**config.mk**
```make
export PLATFORM = sky130hd
export DESIGN_NAME = alu_pipe_flat
export DESIGN_NICKNAME = d
export VERILOG_FILES = /design/src/rtl/alu_pkg.sv /design/src/rtl/alu_pipe_if.sv /design/src/rtl/alu_core.sv /design/src/rtl/alu_pipe.sv /design/src/flat_wrapper.sv
export SDC_FILE = /design/constraint.sdc
export NUM_CORES = 1
export LEC_CHECK = 0
export CAP_MARGIN = 10
export CORE_MARGIN = 3
export CORE_UTILIZATION = 30
export DETAILED_ROUTE_END_ITERATION = 7
export PLACE_DENSITY = 0.46
export SLEW_MARGIN = 0
export SYNTH_ARGS = -nofsm -noshare
export SYNTH_HDL_FRONTEND = slang
export SYNTH_SLANG_ARGS = --single-unit
```
**constraint.sdc**
```tcl
create_clock -name clk -period 2.15 [get_ports clk]
set_clock_uncertainty 0.15 [all_clocks]
set_input_delay 0.215 -clock clk [delete_from_list [all_inputs] [get_ports clk]]
set_output_delay 0.215 -clock clk [all_outputs]
set_load 0.1 [all_outputs]
```
**src/rtl/alu_pkg.sv**
```systemverilog
// Shared ALU opcode enum and flag payload for the pipelined ALU and its bench.
package alu_pkg;

    localparam int unsigned OP_W = 3;

    typedef enum logic [OP_W-1:0] {
        OP_ADD = 3'd0,
        OP_SUB = 3'd1,
        OP_AND = 3'd2,
        OP_OR  = 3'd3,
        OP_XOR = 3'd4,
        OP_SHL = 3'd5,
        OP_SHR = 3'd6,
        OP_SLT = 3'd7
    } alu_op_t;

    typedef struct packed {
        logic carry;
        logic overflow;
        logic zero;
    } alu_flags_t;

endpackage

```
**src/rtl/alu_pipe_if.sv**
```systemverilog
// Operation/result handshake bundle between a producer, the ALU pipeline and its consumer.
interface alu_pipe_if
    import alu_pkg::*;
#(
    parameter int unsigned WIDTH = 8
) ();

    logic             in_valid;
    logic             in_ready;
    logic [WIDTH-1:0] a;
    logic [WIDTH-1:0] b;
    alu_op_t          op;
    logic             sat_en;
    logic             out_valid;
    logic             out_ready;
    logic [WIDTH-1:0] result;
    logic             carry;
    logic             overflow;
    logic             zero;

    modport master (
        output in_valid, a, b, op, sat_en, out_ready,
        input  in_ready, out_valid, result, carry, overflow, zero
    );

    modport slave (
        input  in_valid, a, b, op, sat_en, out_ready,
        output in_ready, out_valid, result, carry, overflow, zero
    );

endinterface

```
**src/rtl/alu_core.sv**
```systemverilog
// Purely combinational ALU: arithmetic/logic/shift ops, carry/overflow flags, signed saturation.
module alu_core
    import alu_pkg::*;
#(
    parameter int unsigned WIDTH = 8
) (
    input  logic [WIDTH-1:0] i_a,
    input  logic [WIDTH-1:0] i_b,
    input  alu_op_t          i_op,
    input  logic             i_sat_en,
    output logic [WIDTH-1:0] o_result_c,
    output alu_flags_t       o_flags_c
);

    localparam int unsigned     SHW     = $clog2(WIDTH);
    localparam logic [WIDTH-1:0] MAX_POS = {1'b0, {(WIDTH-1){1'b1}}};
    localparam logic [WIDTH-1:0] MAX_NEG = {1'b1, {(WIDTH-1){1'b0}}};

    logic [WIDTH:0]   w_sum;
    logic [WIDTH:0]   w_diff;
    logic             w_add_ovf;
    logic             w_sub_ovf;
    logic             w_slt;
    logic [WIDTH-1:0] w_res;
    logic             w_carry;
    logic             w_ovf;

    assign w_sum     = {1'b0, i_a} + {1'b0, i_b};
    assign w_diff    = {1'b0, i_a} - {1'b0, i_b};
    assign w_add_ovf = (i_a[WIDTH-1] == i_b[WIDTH-1]) && (w_sum[WIDTH-1]  != i_a[WIDTH-1]);
    assign w_sub_ovf = (i_a[WIDTH-1] != i_b[WIDTH-1]) && (w_diff[WIDTH-1] != i_a[WIDTH-1]);
    assign w_slt     = $signed(i_a) < $signed(i_b);

    // Overflow direction always follows the sign of operand A for both ADD and SUB.
    always_comb begin
        w_res   = '0;
        w_carry = 1'b0;
        w_ovf   = 1'b0;
        case (i_op)
            OP_ADD: begin
                w_res   = w_sum[WIDTH-1:0];
                w_carry = w_sum[WIDTH];
                w_ovf   = w_add_ovf;
            end
            OP_SUB: begin
                w_res   = w_diff[WIDTH-1:0];
                w_carry = w_diff[WIDTH];
                w_ovf   = w_sub_ovf;
            end
            OP_AND: w_res = i_a & i_b;
            OP_OR:  w_res = i_a | i_b;
            OP_XOR: w_res = i_a ^ i_b;
            OP_SHL: w_res = i_a << i_b[SHW-1:0];
            OP_SHR: w_res = i_a >> i_b[SHW-1:0];
            OP_SLT: w_res = {{(WIDTH-1){1'b0}}, w_slt};
        endcase
        if (i_sat_en && w_ovf) begin
            w_res = i_a[WIDTH-1] ? MAX_NEG : MAX_POS;
        end
    end

    assign o_result_c         = w_res;
    assign o_flags_c.carry    = w_carry;
    assign o_flags_c.overflow = w_ovf;
    assign o_flags_c.zero     = (w_res == '0);

endmodule

```
**src/rtl/alu_pipe.sv**
```systemverilog
// Valid/ready pipelined ALU: compute ahead of stage 1, then STAGES-1 pure register stages.
module alu_pipe
    import alu_pkg::*;
#(
    parameter int unsigned WIDTH  = 8,
    parameter int unsigned STAGES = 2
) (
    input  logic       clk,
    input  logic       rst,
    input  logic       flush,
    alu_pipe_if.slave  bus
);

    logic [WIDTH-1:0]  w_core_res;
    alu_flags_t        w_core_flg;
    logic              w_in_xfer;
    logic [STAGES-1:0] w_move;
    logic [STAGES-1:0] w_load;

    logic [STAGES-1:0] r_vld;
    logic [WIDTH-1:0]  r_res [STAGES];
    alu_flags_t        r_flg [STAGES];

    alu_core #(.WIDTH(WIDTH)) u_core (
        .i_a        (bus.a),
        .i_b        (bus.b),
        .i_op       (bus.op),
        .i_sat_en   (bus.sat_en),
        .o_result_c (w_core_res),
        .o_flags_c  (w_core_flg)
    );

    // Ready ripples back from the consumer: a stage loads if empty or draining this cycle.
    always_comb begin
        logic w_free;
        w_free = bus.out_ready;
        w_move = '0;
        w_load = '0;
        for (int i = int'(STAGES) - 1; i >= 0; i--) begin
            w_move[i] = r_vld[i] & w_free;
            w_load[i] = ~r_vld[i] | w_move[i];
            w_free    = w_load[i];
        end
    end

    assign bus.in_ready = ~rst & ~flush & w_load[0];
    assign w_in_xfer    = bus.in_valid & bus.in_ready;

    always_ff @(posedge clk or posedge rst) begin
        if (rst) begin
            r_vld <= '0;
            for (int i = 0; i < int'(STAGES); i++) begin
                r_res[i] <= '0;
                r_flg[i] <= '0;
            end
        end else if (flush) begin
            r_vld <= '0;
        end else begin
            if (w_load[0]) begin
                r_vld[0] <= w_in_xfer;
                r_res[0] <= w_core_res;
                r_flg[0] <= w_core_flg;
            end
            for (int i = 1; i < int'(STAGES); i++) begin
                if (w_load[i]) begin
                    r_vld[i] <= r_vld[i-1];
                    r_res[i] <= r_res[i-1];
                    r_flg[i] <= r_flg[i-1];
                end
            end
        end
    end

    assign bus.out_valid = r_vld[STAGES-1];
    assign bus.result    = r_res[STAGES-1];
    assign bus.carry     = r_flg[STAGES-1].carry;
    assign bus.overflow  = r_flg[STAGES-1].overflow;
    assign bus.zero      = r_flg[STAGES-1].zero;

endmodule

```
**src/flat_wrapper.sv**
```systemverilog
// flat-port wrapper written by rule: the top's interface ports become plain ports
module alu_pipe_flat import alu_pkg::*;
#(
    parameter int unsigned WIDTH  = 8,
    parameter int unsigned STAGES = 2
)
  (clk, rst, flush, bus_in_valid, bus_a, bus_b, bus_op, bus_sat_en, bus_out_ready, bus_in_ready, bus_out_valid, bus_result, bus_carry, bus_overflow, bus_zero);
  alu_pipe_if #(.WIDTH(WIDTH)) bus_i ();
  input  logic clk;
  input  logic rst;
  input  logic flush;
  input wire logic [$bits(bus_i.in_valid)-1:0] bus_in_valid;
  input wire logic [$bits(bus_i.a)-1:0] bus_a;
  input wire logic [$bits(bus_i.b)-1:0] bus_b;
  input wire logic [$bits(bus_i.op)-1:0] bus_op;
  input wire logic [$bits(bus_i.sat_en)-1:0] bus_sat_en;
  input wire logic [$bits(bus_i.out_ready)-1:0] bus_out_ready;
  output wire logic [$bits(bus_i.in_ready)-1:0] bus_in_ready;
  output wire logic [$bits(bus_i.out_valid)-1:0] bus_out_valid;
  output wire logic [$bits(bus_i.result)-1:0] bus_result;
  output wire logic [$bits(bus_i.carry)-1:0] bus_carry;
  output wire logic [$bits(bus_i.overflow)-1:0] bus_overflow;
  output wire logic [$bits(bus_i.zero)-1:0] bus_zero;
  assign bus_i.in_valid = bus_in_valid;
  assign bus_i.a = bus_a;
  assign bus_i.b = bus_b;
  assign bus_i.op = bus_op;
  assign bus_i.sat_en = bus_sat_en;
  assign bus_i.out_ready = bus_out_ready;
  assign bus_in_ready = bus_i.in_ready;
  assign bus_out_valid = bus_i.out_valid;
  assign bus_result = bus_i.result;
  assign bus_carry = bus_i.carry;
  assign bus_overflow = bus_i.overflow;
  assign bus_zero = bus_i.zero;
  alu_pipe #(.WIDTH(WIDTH), .STAGES(STAGES)) u_core (.clk(clk), .rst(rst), .flush(flush), .bus(bus_i));
endmodule
```
# ---- After elaboration in Yosys (flattened, before gate mapping)
# Index checks and enable logic that the tools add are counted.
dict set report word_totals {
  regBits 24
  input_bits 25
  word_cells 57
  output_inout_bits 13
}
dict set report classes {
  add_sub_neg 2
  magnitude_cmp 1
  n_eq_ne 11
  n_reduce_logical 9
  bitwise_logic 14
  n_shift 2
  n_mux 8
}
# op n
set op_table {}
lappend op_table {{8-bit case mux with 8 select lines} 1}
lappend op_table {{8-bit 2-to-1 mux} 2}
lappend op_table {{3-bit equality test (second input constant)} 4}
lappend op_table {{8-bit by 8-bit adder with 9-bit output} 1}
lappend op_table {{8-bit by 8-bit subtractor with 9-bit output} 1}
lappend op_table {{8-bit AND} 1}
lappend op_table {{8-bit zero test} 1}
lappend op_table {{8-bit < comparator} 1}
lappend op_table {{8-bit OR} 1}
lappend op_table {{8-bit by 3-bit left shift with 8-bit output} 1}
lappend op_table {{8-bit by 3-bit right shift with 8-bit output} 1}
lappend op_table {{8-bit bitwise XOR} 1}
lappend op_table {{3-bit by 2-bit equality test with 1-bit output (second input constant)} 2}
lappend op_table {{1-bit AND} 5}
lappend op_table {{1-bit NOT} 4}
lappend op_table {{1-bit case mux with 2 select lines} 2}
lappend op_table {{2-bit AND reduction} 2}
lappend op_table {{2-bit nonzero test} 2}
lappend op_table {{3-bit by 1-bit equality test with 1-bit output (second input constant)} 1}
lappend op_table {{1-bit logical AND} 3}
lappend op_table {{3-bit zero test} 1}
lappend op_table {{1-bit inequality test} 3}
lappend op_table {{1-bit 2-to-1 mux} 2}
lappend op_table {{2-bit 2-to-1 mux} 1}
lappend op_table {{2 further kinds} 3}

# ---- Logic depth before layout (Yosys ltp)
dict set report depth {
  word_depth 8
  mapped_depth 11
  mapped_depth_nobuf 10
}

# ---- By module
# Synthesis repeated with hierarchy kept, for this count alone.
dict set report unflattened {
  cells_unflattened 327
  hier_area_um2 2964.1
}
# module n_inst area_per_inst_um2 seq_area_each_um2 cells_per_inst
set by_module_without_submodules {}
lappend by_module_without_submodules {alu_core 1 1944.4 0.0 262}
lappend by_module_without_submodules {alu_pipe 1 1019.7 600.6 65}

# ---- Least setup slack after synthesis
# OpenSTA, ideal clock, no wires.
dict set report synth_path {
  kind {input to register}
  startpoint {input port bus_b[1]}
  endpoint {register u_core.r_flg[3] in the netlist's numbering}
  required_ns 1.896
  setup_ns 0.104
  arrival_time_ns 2.748
  path_stages 11
  setup_slack_ns -0.851
  path_cell_list {clkbuf_1 > inv_2 > clkbuf_1 > ha_1 > a211oi_1 > nor3_1 > o21ba_1 > o32ai_1 > nor2_1 > a41o_1 > o41ai_2}
}
dict set report synth_via {
  elab_chain_cells 7
  word_cells_on_any_way 17
  cone_classes {2 x add/sub; 1 x order compare; 2 x eq/ne; 2 x shift; 3 x mux; 3 x bitwise; 4 x reduce/logical}
}
# item line
set synth_lines {}
lappend synth_lines {{from (decl)} flat_wrapper.sv:14} ;# input wire logic [$bits(bus_i.b)-1:0] bus_b;
lappend synth_lines {{8-bit by 8-bit subtractor with 9-bit output / 8-bit by 8-bit adder with 9-bit output (equally long branches)} {alu_core.sv:29, alu_core.sv:28}}
lappend synth_lines {{1-bit inequality test, on equally long branches} {alu_core.sv:31, alu_core.sv:30}}
lappend synth_lines {{1-bit logical AND, on equally long branches} {alu_core.sv:31, alu_core.sv:30}}
lappend synth_lines {{1-bit case mux with 2 select lines} alu_core.sv:39} ;# case (i_op)
lappend synth_lines {{1-bit logical AND} alu_core.sv:57} ;# if (i_sat_en && w_ovf) begin
lappend synth_lines {{8-bit 2-to-1 mux *} alu_core.sv:57}
lappend synth_lines {{8-bit zero test *} alu_core.sv:65} ;# assign o_flags_c.zero = (w_res == '0);
lappend synth_lines {{to (signal, indexed assignment)} alu_pipe.sv:68} ;# r_flg[i] <= r_flg[i-1];
lappend synth_lines {{to (decl)} alu_pipe.sv:22} ;# alu_flags_t r_flg [STAGES];
# Every way passes the cells marked *; elsewhere a longest branch is shown, timed or not.
# A chain may end at the register's enable or synchronous reset.

# ---- Worst setup path after layout
dict set report layout_path {
  startpoint {input port bus_b[0]}
  endpoint {register u_core.r_flg[3] in the netlist's numbering}
}
# The elaborated chain is that of the path after synthesis.

==> PnR_summary.wiki <==
{| class="wikitable"
! Metric !! Value
|-
| Run status || finished with violations
|-
| Violated checks || setup timing
|-
| Most frequently used flop master after synthesis || sky130_fd_sc_hd__dfrtp_1
|-
| Via count of the first global-routing pass || around 3,200
|-
| DR vias || around 3,300
|-
| Max_cap viols || 0
|-
| Cell type with the largest total area after synthesis || sky130_fd_sc_hd__dfrtp_1
|-
| Slowest cell delay on critical path || 0.51 ns
|-
| Number of nets produced by synthesis || 410
|-
| Total routed wire length on the met1 layer || roughly 4.5 mm
|-
| Total Die Area || between 0.01 and 0.015 mm^2
|-
| Clock tree from TritonCTS || built
|-
| All-layer global routing usage || 0.186
|-
| Number of placed I/O pins || 38
|-
| Commonest cells in the netlist || 31 x sky130_fd_sc_hd__nor2_1, 27 x sky130_fd_sc_hd__a21oi_1, 26 x sky130_fd_sc_hd__ha_1
|-
| Maximum count of clock buffers along a single path || 2
|-
| Worst Setup End Kind || flip-flop
|-
| Final net count || around 570
|-
| Number of port buffers || 37
|-
| Shortest period the worst path allows || between 2 and 2.5 ns
|-
| Synthesis-stage register bit count || 24
|-
| Area of the core region || roughly 0.0094 mm^2
|-
| Root buffer cell || sky130_fd_sc_hd__clkbuf_8
|-
| Core Rows || 35
|-
| WP buf/inv || 2
|-
| Setup repair after global routing missed its margin || true
|-
| 1st-pass router iterations || 4
|-
| TritonCTS buffer count || 3
|-
| Met2 wirelength from detailed routing || 5.51 mm
|-
| Mean area per synthesized cell || between 8 and 9 um^2
|-
| Die Span Y || roughly 110 um
|-
| Initial antenna violation count || 0
|-
| Remaining number of nets flagged by the antenna check after routing || 0
|-
| F_max || between 400 and 500 MHz
|-
| Maximum number of pins on one net before global-route repair || 25
|-
| Post-DR wirelength/cell || between 15 and 20 um
|-
| HPWL after DPL || 8.44 mm
|-
| Floorplan die width || between 100 and 150 um
|-
| Synth top area cells || sky130_fd_sc_hd__dfrtp_1 20%, sky130_fd_sc_hd__ha_1 11%, sky130_fd_sc_hd__mux2_2 5.3%
|-
| Hold crit path type || in2async
|-
| Most instantiated library cell after synthesis || sky130_fd_sc_hd__nor2_1
|-
| Clock latency on the worst-skew pair || 0.26 ns
|-
| Type of origin of the critical path || input port
|-
| Critical-path top delay cell || sky130_fd_sc_hd__mux4_2
|-
| Async SR Flop Fraction || 1.00
|-
| Number of antenna repair diodes || 0
|-
| # H-tree levels || 1
|-
| Maximum ir drop on the vdd rail || between 0.0003 and 0.0004 V
|-
| Wire length after detailed routing || between 10 and 15 mm
|-
| Synth unique cells || between 60 and 70
|-
| Max-slew violation total from the final report || 0
|-
| Transition at the pin with the smallest max-transition slack || ~0.87 ns
|-
| Synthesized instance count || between 300 and 400
|-
| Detailed-routed wire length on met3 || approximately 340 um
|-
| Area fraction of the dominant cell type after synthesis || 0.202
|-
| Post-synth EDFFs || 0
|-
| Post-route DRC || 0
|-
| Sequence of cells on the critical path || buf_8 > buf_12 > mux2_4 > mux4_2 > a2111oi_4 > o21ba_1 > o31a_1 > nand2b_4 > o41ai_2
|-
| Data required time at the worst endpoint || 2.16 ns
|-
| Post-Syn Area || slightly below 0.003 mm^2
|-
| Cell family with the largest share of critical-path delay || compound AO/OA/AOI/OAI gates
|-
| Ratio of cells with drive above 1 in the final layout || 0.555
|-
| Headroom to the max-slew limit || 0.418
|-
| Number of inserted filler cells in the final layout || between 800 and 900
|-
| Total grt overflow || 0
|-
| Path type of the worst setup path || in2reg
|-
| Weighted congestion at the end of routability-driven global placement || roughly 0.91
|-
| Hold buffer count at cts || 0
|-
| Sequential fraction of the synthesis area || 0.202
|-
| Clock transition at the registers of the reported paths || approximately 0.090 ns
|-
| Crit path max fanout || 7
|-
| First-pass GRT wire length || 16.8 mm
|-
| Final number of setup-violating endpoints || 10
|-
| Lkg Pwr || about 2.3 nW
|-
| DRT iter0 DRCs || 216
|-
| Tcrit/Tclk final || 1.14
|-
| Area growth syn-to-layout || 73.9%
|-
| Starting density of the core || 0.315
|-
| Post-Place Worst Slack || -1.15 ns
|-
| Highest metal layer with signal wires || met4
|-
| Power Total || ~2.4 mW
|-
| Post-DR vias/cell || approximately 5.1
|-
| Power per unit of standard cell area || around 470 mW/mm^2
|-
| Smallest setup slack after layout || -0.311 ns
|-
| Clock sinks || 24
|-
| Arrival time worst endpoint || 2.48 ns
|-
| Yosys warning count || 0
|-
| Hold violation total from the final report || 0
|}
power breakdown:
part	switching, mW	internal [mW]
registers	0.0342	0.520
clock network	0.138	0.249
logic	0.833	0.643
metrics by stage:
| stage | util | instance area, um^2 | setup TNS [ns] | std cells | hold slack [ns] |
|---|---|---|---|---|---|
| 2_1_floorplan | - | 3120 | -2.03 | 357 | 0.0881 |
| 3_3_place_gp | 0.460 | 4330 | -10.29 | 613 | 0.325 |
| 3_5_place_dp | 0.460 | 4330 | -10.46 | 613 | 0.330 |
| 4_1_cts | 0.519 | 4880 | -1.48 | 635 | 0.264 |
| 5_1_grt | 0.548 | 5160 | -1.82 | 646 | 0.285 |
| 6_report | 0.548 | 5160 | -1.07 | 646 | 0.251 |
registers in the layout, indices dropped and copies added, names as in the netlist:
name / flops
u_core.bus.carry: 1
u_core.r_flg: 3
u_core.bus.overflow: 1
u_core.r_vld: 2
u_core.r_res: 8
u_core.bus.result: 8
u_core.bus.zero: 1
what timing repair did:
item,CTS,global route
pin swaps,36,32
gates cloned,0,1
gates resized for setup,147,43
endpoints found under the setup margin,11,10
buffers inserted,18,11
final timing paths:
path / from / to / slack, ns / cells past startpoint
setup / recovery: bus_b[0] / u_core.r_flg[3] / -0.31 / 9
hold / removal: rst / u_core.bus.zero / 0.25 / 3
setup reg to reg: u_core.r_vld[1] / u_core.bus.result[1] / 0.22 / 3
hold reg to reg: u_core.r_res[13] / u_core.r_res[13] / 0.34 / 1
max in group asynchronous: rst / u_core.r_vld[1] / 1.35 / 3
min in group clk: u_core.r_res[13] / u_core.r_res[13] / 0.34 / 1
final cells by class:
cell class	instances	area, um^2	area share
Inverter	27	121	0.0235
Clock buffer	3	41.3	0.00800
Multi-Input combinational cell	278	2660	0.516
Sequential cell	24	602	0.117
Timing Repair Buffer	184	1540	0.299
Clock inverter	1	30.0	0.00582
Tap cell	129	161	0.0313
layout by cell type (no fill, tap or decap), types with 6 or more instances in the layout:
master	Yosys	final
sky130_fd_sc_hd__a21oi_1	27	18
sky130_fd_sc_hd__a21oi_2	0	7
sky130_fd_sc_hd__buf_2	3	6
sky130_fd_sc_hd__buf_4	9	139
sky130_fd_sc_hd__buf_6	1	21
sky130_fd_sc_hd__clkdlybuf4s50_1	0	6
sky130_fd_sc_hd__dfrtp_1	24	23
sky130_fd_sc_hd__ha_1	26	10
sky130_fd_sc_hd__ha_4	0	11
sky130_fd_sc_hd__inv_1	25	12
sky130_fd_sc_hd__inv_2	1	13
sky130_fd_sc_hd__mux2_2	14	11
sky130_fd_sc_hd__mux2_4	3	6
sky130_fd_sc_hd__mux2i_1	9	8
sky130_fd_sc_hd__nand2_1	19	17
sky130_fd_sc_hd__nand2b_1	6	6
sky130_fd_sc_hd__nand3_1	7	6
sky130_fd_sc_hd__nor2_1	31	27
sky130_fd_sc_hd__nor2b_1	10	9
sky130_fd_sc_hd__o211ai_1	10	10
sky130_fd_sc_hd__o21ai_0	15	11
worst min-delay path: stages:
cell,delay [ns]
sky130_fd_sc_hd__clkdlybuf4s50_1,0.46
sky130_fd_sc_hd__inv_1,0.09
sky130_fd_sc_hd__buf_4,0.30
routing by layer:
layer,vias up,GRT usage
li1,1621,-
met1,1556,0.246
met2,79,0.327
met3,10,0.00674
met4,0,0.0581
met5,-,0
logic make-up (layout without fill, tap and decap cells):
group           count (synthesis)  after routing  share of synthesized area
compound gates                110            110                      0.264
simple gates                  105            105                      0.182
buf+inv                        55            215                     0.0847
mux                            30             30                      0.129
fa+ha+maj                      28             28                      0.123
flops                          24             24                      0.202
xor+xnor                        5              5                     0.0148
Note: power is estimated with default switching activity, not from simulation.
